**src/rtl/fpmult_control_unit.sv**
```systemverilog
// ---------------------------------------------------------------------------
// fpmult_control_unit
//
// Sequencer for a byte-serial floating-point multiplier front panel. The user
// presses a single button (enter) to strobe each of the eight operand bytes
// into the datapath. Operand A is loaded first and operand B second, each one
// MSB first. The unit then lets the multiplier settle and latches the
// special-case flags. Further presses step the display through the four
// result bytes, and the press after the last byte starts a new operation.
// If the datapath does not acknowledge a strobe in time, the unit parks in a
// fault state until the next press.
//
// Ports
//   clk             in   system clock, rising edge
//   reset           in   synchronous, active-low reset
//   enter           in   raw push-button level, active high
//   inputdata_ready in   datapath acknowledge of the strobed byte
//   casesspecial    in   [3:0] multiplier special-case flags
//   loaddata        out  one-cycle capture strobe to the datapath
//   op_sel          out  operand being loaded (0 = A, 1 = B)
//   byte_sel        out  [1:0] byte being loaded (3 = MSB)
//   disp_sel        out  [1:0] result byte shown on the displays
//   result_valid    out  result is stable and displayed
//   special         out  OR of casesspecial captured at compute time
//   fault           out  acknowledge timeout occurred
// ---------------------------------------------------------------------------
module fpmult_control_unit #(
  parameter int DEBOUNCE_CYCLES = 4,
  parameter int ACK_TIMEOUT     = 15
) (
  input  logic       clk,
  input  logic       reset,
  input  logic       enter,
  input  logic       inputdata_ready,
  input  logic [3:0] casesspecial,
  output logic       loaddata,
  output logic       op_sel,
  output logic [1:0] byte_sel,
  output logic [1:0] disp_sel,
  output logic       result_valid,
  output logic       special,
  output logic       fault
);

  localparam int DB_W = $clog2(DEBOUNCE_CYCLES + 1);
  localparam int TO_W = $clog2(ACK_TIMEOUT + 1);
  localparam logic [DB_W-1:0] DB_LAST = DB_W'(DEBOUNCE_CYCLES - 1);
  localparam logic [TO_W-1:0] TO_LAST = TO_W'(ACK_TIMEOUT - 1);

  typedef enum logic [2:0] {
    LOAD,
    ACK,
    CALC,
    SHOW,
    FAULT
  } state_t;

  state_t          state;
  logic [DB_W-1:0] db_cnt;   // high cycles of enter seen so far
  logic            db_hold;  // press already issued for this high level
  logic [TO_W-1:0] ack_cnt;  // ACK cycles spent without an acknowledge
  logic            press;

  // A press fires on the Nth consecutive high cycle, at most once per level.
  assign press = enter && !db_hold && (db_cnt == DB_LAST);

  // ---------------------------------------------------------------------
  // Button debounce / one-shot
  // ---------------------------------------------------------------------
  // NOTE: sequential state is written with non-blocking assignments only, so
  // every always_ff sees the pre-edge value of every register.
  always_ff @(posedge clk) begin
    if (!reset) begin
      db_cnt  <= '0;
      // A button still held through reset must be released before it can
      // count as a new press.
      db_hold <= enter;
    end else if (!enter) begin
      db_cnt  <= '0;
      db_hold <= 1'b0;
    end else if (press) begin
      db_cnt  <= '0;
      db_hold <= 1'b1;
    end else if (!db_hold) begin
      db_cnt  <= db_cnt + DB_W'(1);
    end
  end

  // ---------------------------------------------------------------------
  // Sequencer; every output is a register written here.
  // ---------------------------------------------------------------------
  always_ff @(posedge clk) begin
    if (!reset) begin
      state        <= LOAD;
      loaddata     <= 1'b0;
      op_sel       <= 1'b0;
      byte_sel     <= 2'd3;
      disp_sel     <= 2'd3;
      result_valid <= 1'b0;
      special      <= 1'b0;
      fault        <= 1'b0;
      ack_cnt      <= '0;
    end else begin
      // NOTE: the strobe defaults low every cycle and is raised only on the
      // LOAD->ACK transition, which makes it a single-cycle pulse by design.
      loaddata <= 1'b0;

      case (state)
        LOAD: begin
          if (press) begin
            loaddata <= 1'b1;
            ack_cnt  <= '0;
            state    <= ACK;
          end
        end

        ACK: begin
          // loaddata is still high during the strobe cycle; an acknowledge
          // seen then cannot belong to this byte and is ignored. Presses are
          // dropped here; the acknowledge always wins.
          if (!loaddata && inputdata_ready) begin
            if (byte_sel != 2'd0) begin
              byte_sel <= byte_sel - 2'd1;
              state    <= LOAD;
            end else if (!op_sel) begin
              op_sel   <= 1'b1;
              byte_sel <= 2'd3;
              state    <= LOAD;
            end else begin
              state    <= CALC;
            end
          end else if (ack_cnt == TO_LAST) begin
            fault <= 1'b1;
            state <= FAULT;
          end else begin
            ack_cnt <= ack_cnt + TO_W'(1);
          end
        end

        // One settle cycle for the multiplier, then capture the flags.
        CALC: begin
          special      <= |casesspecial;
          result_valid <= 1'b1;
          disp_sel     <= 2'd3;
          state        <= SHOW;
        end

        SHOW: begin
          if (press) begin
            if (disp_sel != 2'd0) begin
              disp_sel <= disp_sel - 2'd1;
            end else begin
              result_valid <= 1'b0;
              special      <= 1'b0;
              op_sel       <= 1'b0;
              byte_sel     <= 2'd3;
              disp_sel     <= 2'd3;
              state        <= LOAD;
            end
          end
        end

        FAULT: begin
          if (press) begin
            fault    <= 1'b0;
            op_sel   <= 1'b0;
            byte_sel <= 2'd3;
            state    <= LOAD;
          end
        end

        default: state <= LOAD;
      endcase
    end
  end

endmodule

```
**config.mk**
```make
export PLATFORM = sky130hd
export DESIGN_NAME = fpmult_control_unit
export DESIGN_NICKNAME = d
export VERILOG_FILES = /design/src/rtl/fpmult_control_unit.sv
export SDC_FILE = /design/constraint.sdc
export NUM_CORES = 1
export LEC_CHECK = 0
export CELL_PAD_IN_SITES_DETAIL_PLACEMENT = 1
export CELL_PAD_IN_SITES_GLOBAL_PLACEMENT = 2
export CORE_MARGIN = 2
export CORE_UTILIZATION = 33
export DETAILED_ROUTE_END_ITERATION = 8
export GPL_ROUTABILITY_DRIVEN = 0
export GPL_TIMING_DRIVEN = 0
export PLACE_DENSITY = 0.87
export SYNTH_ARGS = -nofsm -noshare
export SYNTH_HDL_FRONTEND = slang
export SYNTH_SLANG_ARGS = --single-unit
```
**constraint.sdc**
```tcl
create_clock -name clk -period 2.7 [get_ports clk]
set_input_delay 0.27 -clock clk [delete_from_list [all_inputs] [get_ports clk]]
set_output_delay 0.27 -clock clk [all_outputs]
set_load 0.005 [all_outputs]
```
Word level (Yosys, flattened, before mapping)
Cells that the tools add are included.
W data, S select, Z words.
{"block": "classes", "add_sub_neg": 4, "n_reduce_logical": 22, "mux": 38, "bitwise": 2, "eq_ne": 18}
{"cell": "$mux W2", "n": 10}
{"cell": "$mux W3", "n": 6}
{"cell": "$ne A2 B2 Y1 const B", "n": 9}
{"cell": "$pmux W3 S5", "n": 1}
{"cell": "$mux W4", "n": 3}
{"cell": "$reduce_and A6 Y1", "n": 2}
{"cell": "$mux W1", "n": 11}
{"cell": "$reduce_bool A2 Y1", "n": 5}
{"cell": "$eq A3 B2 Y1 const B", "n": 3}
{"cell": "$pmux W4 S2", "n": 1}
{"cell": "$reduce_and A4 Y1", "n": 2}
{"cell": "$ne A3 B3 Y1 const B", "n": 2}
{"cell": "$pmux W1 S2", "n": 3}
{"cell": "$pmux W2 S3", "n": 1}
{"cell": "$reduce_and A5 Y1", "n": 1}
{"cell": "$add A4 B1 Y4 const B", "n": 1}
{"cell": "$eq A4 B4 Y1 const B", "n": 1}
{"cell": "$pmux W2 S2", "n": 1}
{"cell": "$reduce_and A2 Y1", "n": 2}
{"cell": "$reduce_or A4 Y1", "n": 1}
{"cell": "$sub A2 B1 Y2 const B", "n": 2}
{"cell": "$add A3 B1 Y3 const B", "n": 1}
{"cell": "$eq A3 B1 Y1 const B", "n": 1}
{"cell": "$eq A3 B3 Y1 const B", "n": 1}
{"cell": "9 further kinds", "n": 13}
{"block": "totals", "output_inout_bits": 9, "ff_bits": 20, "in_bits": 8}

Logic depth before layout (Yosys ltp)
Gate-level depths: netlist of the first run.
{"block": "depth", "word_depth": 6, "ltp_mapped": 6}

Least setup slack after synthesis of the first run
No wires, ideal clock.
{"block": "synth_path", "path_type": "register to register", "start": "register db_cnt[0]", "end": "register ack_cnt[0]", "arrival_time_ns": 1.633, "slack_ns": 0.992, "stages_incl_launch_ff": 7, "cell_sequence": "dfxtp_1 > ha_1 > ha_1 > and4bb_2 > a21o_1 > or4b_1 > o21ai_0"}
{"block": "synth_between", "elab_chain_len": 4}
{"element": "from (decl)", "line": "59", "rtl": "logic [DB_W-1:0] db_cnt;"}
{"element": "from (signal assigned)", "line": "85", "rtl": "db_cnt <= db_cnt + DB_W'(1);"}
{"element": "$eq A3 B2 Y1", "line": "65", "rtl": "assign press = enter && !db_hold && (db_cnt == DB_LAST);"}
{"element": "$logic_and A1 B1 Y1", "line": "65"}
{"element": "$ne A2 B2 Y1 (no source line)"}
{"element": "$reduce_and A4 Y1 (no source line)"}
{"element": "to (signal assigned)", "line": "136", "rtl": "ack_cnt <= ack_cnt + TO_W'(1);"}
{"element": "to (decl)", "line": "61", "rtl": "logic [TO_W-1:0] ack_cnt;"}
Every way passes these cells.
A chain may end at the register's enable or synchronous reset.

Worst setup path in the final report of the first run
{"block": "layout_path", "start": "register db_cnt[0]", "end": "register byte_sel[1]"}
{"block": "layout_between", "elab_chain_len": 4, "word_cells_on_any_way": 5}
{"element": "$eq A3 B2 Y1 (*)", "line": "65"}
{"element": "$logic_and A1 B1 Y1 (*)", "line": "65"}
{"element": "$ne A2 B2 Y1 (no source line)"}
{"element": "$reduce_and A6 Y1 (no source line) (*)"}
{"element": "to (signal assigned)", "line": "123", "rtl": "byte_sel <= byte_sel - 2'd1;"}
{"element": "to (decl)", "line": "38", "rtl": "output logic [1:0] byte_sel,"}
Every way passes the cells marked *; elsewhere a longest branch is shown, timed or not.

==> flow_metrics.env, run 1 <==
export IMPL_status="complete, no violations"
export IMPL_switching_power_mw=0.117
export IMPL_fp_dieW_um=60.5
export IMPL_synth_seq_area_share=0.390
export IMPL_row_count=20
export IMPL_drc=0
export IMPL_insertion_delay_ns=0.31
export IMPL_grt_pass1_wl_um=4430
export IMPL_cts_setup_buffers=0
export IMPL_wl_per_cell_um=14.4
export IMPL_die_area_um2=3660
export IMPL_comb_power_share=0.061
export IMPL_grt_max_degree=12
export IMPL_relSlewSlack=0.666
export IMPL_worstMarginPinSlew_ns=0.500
export IMPL_cpPeakStageDelay_ns=0.37
export IMPL_gr_usage_all_layers=0.161
export IMPL_startpoint_type="flop"
export IMPL_finalClockSkew_ns=0.00892
export IMPL_hp_class="flop to flop"
export IMPL_critPathKind="flop to flop"
export IMPL_fin_util=0.427
export IMPL_synth_area_um2=1050
export IMPL_p_clk_frac=0.354
export IMPL_vias=995
export IMPL_seqPwrFrac=0.585
export IMPL_required_ns=2.91
export IMPL_path_cells="ha_1 -> ha_1 -> nand3b_1 -> o22a_1 -> a32o_1 -> mux2_4"
export IMPL_p_int_mw=0.397
export IMPL_postPlaceCellArea_um2=1270
export IMPL_fin_crit_ns=1.92
export IMPL_synth_edf_count=1
export IMPL_slew_violations=0
export IMPL_grt_overflow=0
export IMPL_worst_slack_ns=0.783
export IMPL_fillers=379
export IMPL_crit_top_cell="ha_1"
export IMPL_critPathMaxFanout=5
export IMPL_cts_buffers=3
export IMPL_hold_ws_ns=0.480
export IMPL_initialDrtViolationCount=17
export IMPL_portBuffers=16
export IMPL_cts_hold_buf=0
export IMPL_yosysUniqueCellTypes=39
export IMPL_final_cell_mix="19 x dfxtp_1, 16 x clkdlybuf4s50_1, 10 x nor2_1"
export IMPL_syn_inst=121
export IMPL_first_pass_iters=4
export IMPL_hold_viol_final=0
export IMPL_crit_slowest_cell="dfxtp_1"
export IMPL_dp_cells=181
export IMPL_setup_violations=0
export IMPL_route_antenna_remaining_nets=0
export IMPL_max_cap_violations=0
export IMPL_cts_clk_slew_worst_paths_ns=0.13
export IMPL_setup_tns_ns=0
export IMPL_drive_gt1_frac=0.0780
export IMPL_min_period_over_period=0.710
export IMPL_hpwl_um=1980
export IMPL_cts_resized_gates=0
export IMPL_switching_share=0.228
export IMPL_first_global_vias=967
export IMPL_end_kind="flop"
export IMPL_clock_sinks=20
export IMPL_clockRootBuffer="clkbuf_4"
export IMPL_pre_cts_ws_ns=0.688
export IMPL_leakagePower_nw=0.533
export IMPL_final_design_area_no_fill_um2=1310
export IMPL_start_util=0.345
export IMPL_h_tree_depth=1
export IMPL_powerDensity_nw_per_um2=394
export IMPL_grt_antenna_before_repair=0
export IMPL_rsz0062_at_grt="no"
export IMPL_vdd_drop_max_v=0.000123
export IMPL_n_antenna_cell=0
export IMPL_core_area_um2=3050
export IMPL_finalNetCount=156
export IMPL_layout_commonest_cell="dfxtp_1"
export IMPL_avgViaCountPerCell=5.38
export IMPL_async_reset_ff_frac=0
export IMPL_cts_max_path_buffers=2
export IMPL_synthesis_nets=135
export IMPL_die_h_um=60.5
export IMPL_syn_area_per_cell_um2=8.71
export IMPL_ys_ff_latch=20
export IMPL_yosysWarningCount=0
export IMPL_crit_arrival_ns=2.12
export IMPL_instances_no_fill=185
export IMPL_fmax_mhz=522
export IMPL_cts_tree="yes"
export IMPL_synth_flop_cell="dfxtp_1"
export IMPL_pin_count=17
export IMPL_area_growth_pct=23.9
export IMPL_report_power_total_mw=0.514
export IMPL_wl_um=2670
kinds of logic (layout without fill, tap and decap cells):
kind of cell | Yosys count | in the layout | synth area share
AO/OA/AOI/OAI | 29 | 29 | 0.173
XOR/XNOR | 1 | 1 | 0.00832
adder cells (fa/ha/maj) | 6 | 6 | 0.0713
buffers and inverters | 12 | 32 | 0.0463
flip-flops | 20 | 20 | 0.390
multiplexers | 3 | 3 | 0.0333
AND/OR/NAND/NOR | 50 | 50 | 0.278
synthesized netlist by cell type, types with 2 or more instances:
cell       n  area share
nor4_1     4       0.024
nand3b_1   4       0.029
nand3_1    4       0.019
o21ai_0    7       0.033
ha_1       6       0.071
inv_1      7       0.025
buf_2      3       0.014
nand2_1    8       0.029
and3_1     2       0.012
clkbuf_1   2      0.0071
dfxtp_1   19        0.36
nor2_1    10       0.036
nand4_1    2       0.012
or3_1      2       0.012
a21oi_1    9       0.043
nor2b_1    2       0.012
a31oi_1    4       0.024
mux2i_1    2       0.019
nand2b_1   3       0.018
nor3_1     2      0.0095
path summary, 6_finish.rpt:
path	startpoint	endpoint	slack, ns	depth (start not counted)
worst max-delay path	db_cnt[0]	byte_sel[1]	0.78	6
worst min-delay path	special	special	0.48	2
worst min register to register	special	special	0.48	2
worst max register to register	db_cnt[0]	byte_sel[1]	0.78	6
power by group through the flow:
stage | logic (mW) | registers, mW | clock network (mW)
2_1_floorplan | 0.0139 | 0.307 | 0
3_3_place_gp | 0.0295 | 0.307 | 0
3_5_place_dp | 0.0311 | 0.307 | 0
4_1_cts | 0.0315 | 0.301 | 0.190
5_1_grt | 0.0346 | 0.301 | 0.200
6_report | 0.0316 | 0.301 | 0.182
cell type report:
class | count | area (um2) | share of cell area
tap | 44 | 55.1 | 0.0422
buffer | 5 | 22.5 | 0.0173
clock buffer | 4 | 36.3 | 0.0278
sequential | 20 | 410 | 0.314
inverter | 7 | 26.3 | 0.0201
timing repair buffer | 16 | 160 | 0.123
multi-input combinational | 89 | 594 | 0.455
worst max-delay path, delay by kind of cell, from the launching register on:
kind                       cells  cell delay [ns]
AOI/OAI and AO/OA              2             0.56
adders and majority gates      2             0.38
and+or+nand+nor                1             0.21
muxes                          1             0.30
DFF                            1             0.37
routing by layer:
layer | global-route usage | vias to the layer above | wire, um
met4 | 0.0466 | 0 | 28
met1 | 0.214 | 481 | 1300
li1 | - | 490 | -
met2 | 0.273 | 19 | 1260
met3 | 0.0235 | 5 | 91
met5 | 0 | - | 0
state kept, by name, summed over array words and instances (netlist names):
register	flops
loaddata	1
db_cnt	3
byte_sel	2
result_valid	1
special	1
fault	1
state	3
db_hold	1
ack_cnt	4
op_sel	1
disp_sel	2
No activity file was read; power rests on OpenSTA's default activity.
==> run 2: changes to the inputs <==
--- a/config.mk
+++ b/config.mk
@@ -8,11 +8,11 @@
 export CELL_PAD_IN_SITES_DETAIL_PLACEMENT = 1
 export CELL_PAD_IN_SITES_GLOBAL_PLACEMENT = 2
 export CORE_MARGIN = 2
-export CORE_UTILIZATION = 33
+export CORE_UTILIZATION = 28
 export DETAILED_ROUTE_END_ITERATION = 8
 export GPL_ROUTABILITY_DRIVEN = 0
 export GPL_TIMING_DRIVEN = 0
-export PLACE_DENSITY = 0.87
+export PLACE_DENSITY = 0.79
 export SYNTH_ARGS = -nofsm -noshare
 export SYNTH_HDL_FRONTEND = slang
 export SYNTH_SLANG_ARGS = --single-unit
==> constraint.sdc (replaced) <==
create_clock -name clk -period 1.7 [get_ports clk]
set_input_delay 0.17 -clock clk [delete_from_list [all_inputs] [get_ports clk]]
set_output_delay 0.17 -clock clk [all_outputs]
set_load 0.005 [all_outputs]
==> run 2 against run 1 <==
Effect of this change:
- the run now ends with negative setup slack left
- register-to-register slack got worse by 0.79 ns
- count of clock-buffer cells in the layout did not move
- non-clock buffer count is 8 higher
- global-route usage down 1.3 points
- largest cell class unchanged
==> flow_metrics.env, run 2 (synthesized netlist as in run 1, its figures left out) <==
export IMPL_status="finished, violations left"
export IMPL_violations="negative setup slack"
export IMPL_worstMarginPinSlew_ns=0.492
export IMPL_postPlaceCellArea_um2=1270
export IMPL_die_area_um2=4270
export IMPL_hold_viol_final=0
export IMPL_first_pass_iters=4
export IMPL_final_cell_mix="16 x dfxtp_1, 16 x clkdlybuf4s50_1, 10 x nor2_1"
export IMPL_slew_violations=0
export IMPL_end_kind="flop"
export IMPL_top_regs="ack_cnt (4), db_cnt (3), state (3)"
export IMPL_grt_max_degree=12
export IMPL_clock_sinks=20
export IMPL_cts_clk_slew_worst_paths_ns=0.08
export IMPL_relSlewSlack=0.672
export IMPL_fin_crit_ns=1.71
export IMPL_drc=0
export IMPL_grt_antenna_before_repair=0
export IMPL_n_antenna_cell=0
export IMPL_wl_um=2860
export IMPL_hold_ws_ns=0.471
export IMPL_cpPeakStageDelay_ns=0.36
export IMPL_cts_max_path_buffers=2
export IMPL_path_cells="ha_4 -> ha_4 -> nand3b_1 -> o22a_1 -> a32o_1 -> mux2_4"
export IMPL_gr_usage_all_layers=0.149
export IMPL_fillers=446
export IMPL_fp_dieW_um=65.3
export IMPL_cts_buffers=3
export IMPL_area_growth_pct=36.6
export IMPL_required_ns=1.86
export IMPL_first_global_vias=1077
export IMPL_start_util=0.290
export IMPL_cpLargestDelayFamily="compound AO/OA/AOI/OAI gates"
export IMPL_leakagePower_nw=0.579
export IMPL_critPathKind="flop to flop"
export IMPL_report_power_total_mw=0.910
export IMPL_crit_buf_inv=0
export IMPL_hpwl_um=2040
export IMPL_crit_top_cell="ha_4"
export IMPL_rsz0062_at_grt="yes"
export IMPL_route_antenna_remaining_nets=0
export IMPL_h_tree_depth=1
export IMPL_die_h_um=65.3
export IMPL_hp_class="flop to flop"
export IMPL_crit_slowest_cell="dfxtp_2"
export IMPL_worst_slack_ns=-0.0116
export IMPL_avgViaCountPerCell=5.12
export IMPL_finalNetCount=164
export IMPL_vdd_drop_max_v=0.000302
export IMPL_clockRootBuffer="clkbuf_8"
export IMPL_cts_tree="yes"
export IMPL_cts_hold_buf=0
export IMPL_wl_per_cell_um=14.5
export IMPL_pre_cts_ws_ns=-0.235
export IMPL_initialDrtViolationCount=33
export IMPL_insertion_delay_ns=0.26
export IMPL_pin_count=17
export IMPL_vias=1008
export IMPL_core_area_um2=3630
export IMPL_finalClockSkew_ns=0.00199
export IMPL_max_cap_violations=0
export IMPL_grt_overflow=0
export IMPL_drive_gt1_frac=0.174
export IMPL_grt_pass1_wl_um=4860
export IMPL_startpoint_type="flop"
export IMPL_setup_violations=1
export IMPL_crit_arrival_ns=1.87
export IMPL_row_count=22
export IMPL_portBuffers=16
export IMPL_fmax_mhz=584
export IMPL_largest_register="ack_cnt"
export IMPL_setup_tns_ns=-0.0116
export IMPL_powerDensity_nw_per_um2=632
export IMPL_critPathMaxFanout=4
export IMPL_final_design_area_no_fill_um2=1440
export IMPL_largest_reg_flops=4
export IMPL_min_period_over_period=1.01
run 2: cell count changes in the layout (fill, tap and decap cells not counted), sizes merged:
cell	previous run	this run
buf	3	10
clkbuf	6	7
run 2: report_power, final:
group / switching, mW / leakage, nW / internal, mW
combinational: 0.0263 / 0.385 / 0.0284
clock: 0.170 / 0.0288 / 0.207
sequential: 0.00246 / 0.165 / 0.476
run 2: per-layer routing:
metal | global-route usage | share of wire
met5 | 0 | 0
met4 | 0.0599 | 0.017
met3 | 0.0325 | 0.031
met2 | 0.245 | 0.48
met1 | 0.188 | 0.47
run 2: cell type report:
class | instances | area, um2 | share of cell area
Buffer | 5 | 25.0 | 0.0174
Tap cell | 48 | 60.1 | 0.0417
Inverter | 7 | 26.3 | 0.0183
Multi-Input combinational cell | 89 | 638 | 0.443
Sequential cell | 20 | 414 | 0.288
Timing Repair Buffer | 24 | 220 | 0.153
Clock buffer | 4 | 55.1 | 0.0383
run 2: what timing repair did:
action                     in CTS  in global routing
setup endpoints to repair       6                  4
gates resized for setup        10                  3
pin swaps                       4                  1
hold endpoints to repair        0                  0
buffers inserted                6                  2
run 2: worst paths after layout:
kind / start / endpoint / slack [ns] / cells after the start
setup / recovery: db_cnt[0] / byte_sel[1] / -0.01 / 6
hold / removal: special / special / 0.47 / 2
setup reg to reg: db_cnt[0] / byte_sel[1] / -0.01 / 6
hold reg to reg: special / special / 0.47 / 2
run 2: through the flow:
stage | cells | utilization
after detailed placement | 185 | 0.351
after floorplan | 121 | -
final | 197 | 0.396
after CTS | 195 | 0.388
after global routing | 197 | 0.396
after global placement | 185 | 0.351
run 2: worst reg2reg max path: cells and delay by family (launching register included):
kind	cells	cell delay [ns]
mux	1	0.30
fa+ha+maj	2	0.29
simple gates	1	0.11
flops	1	0.36
compound gates	2	0.54
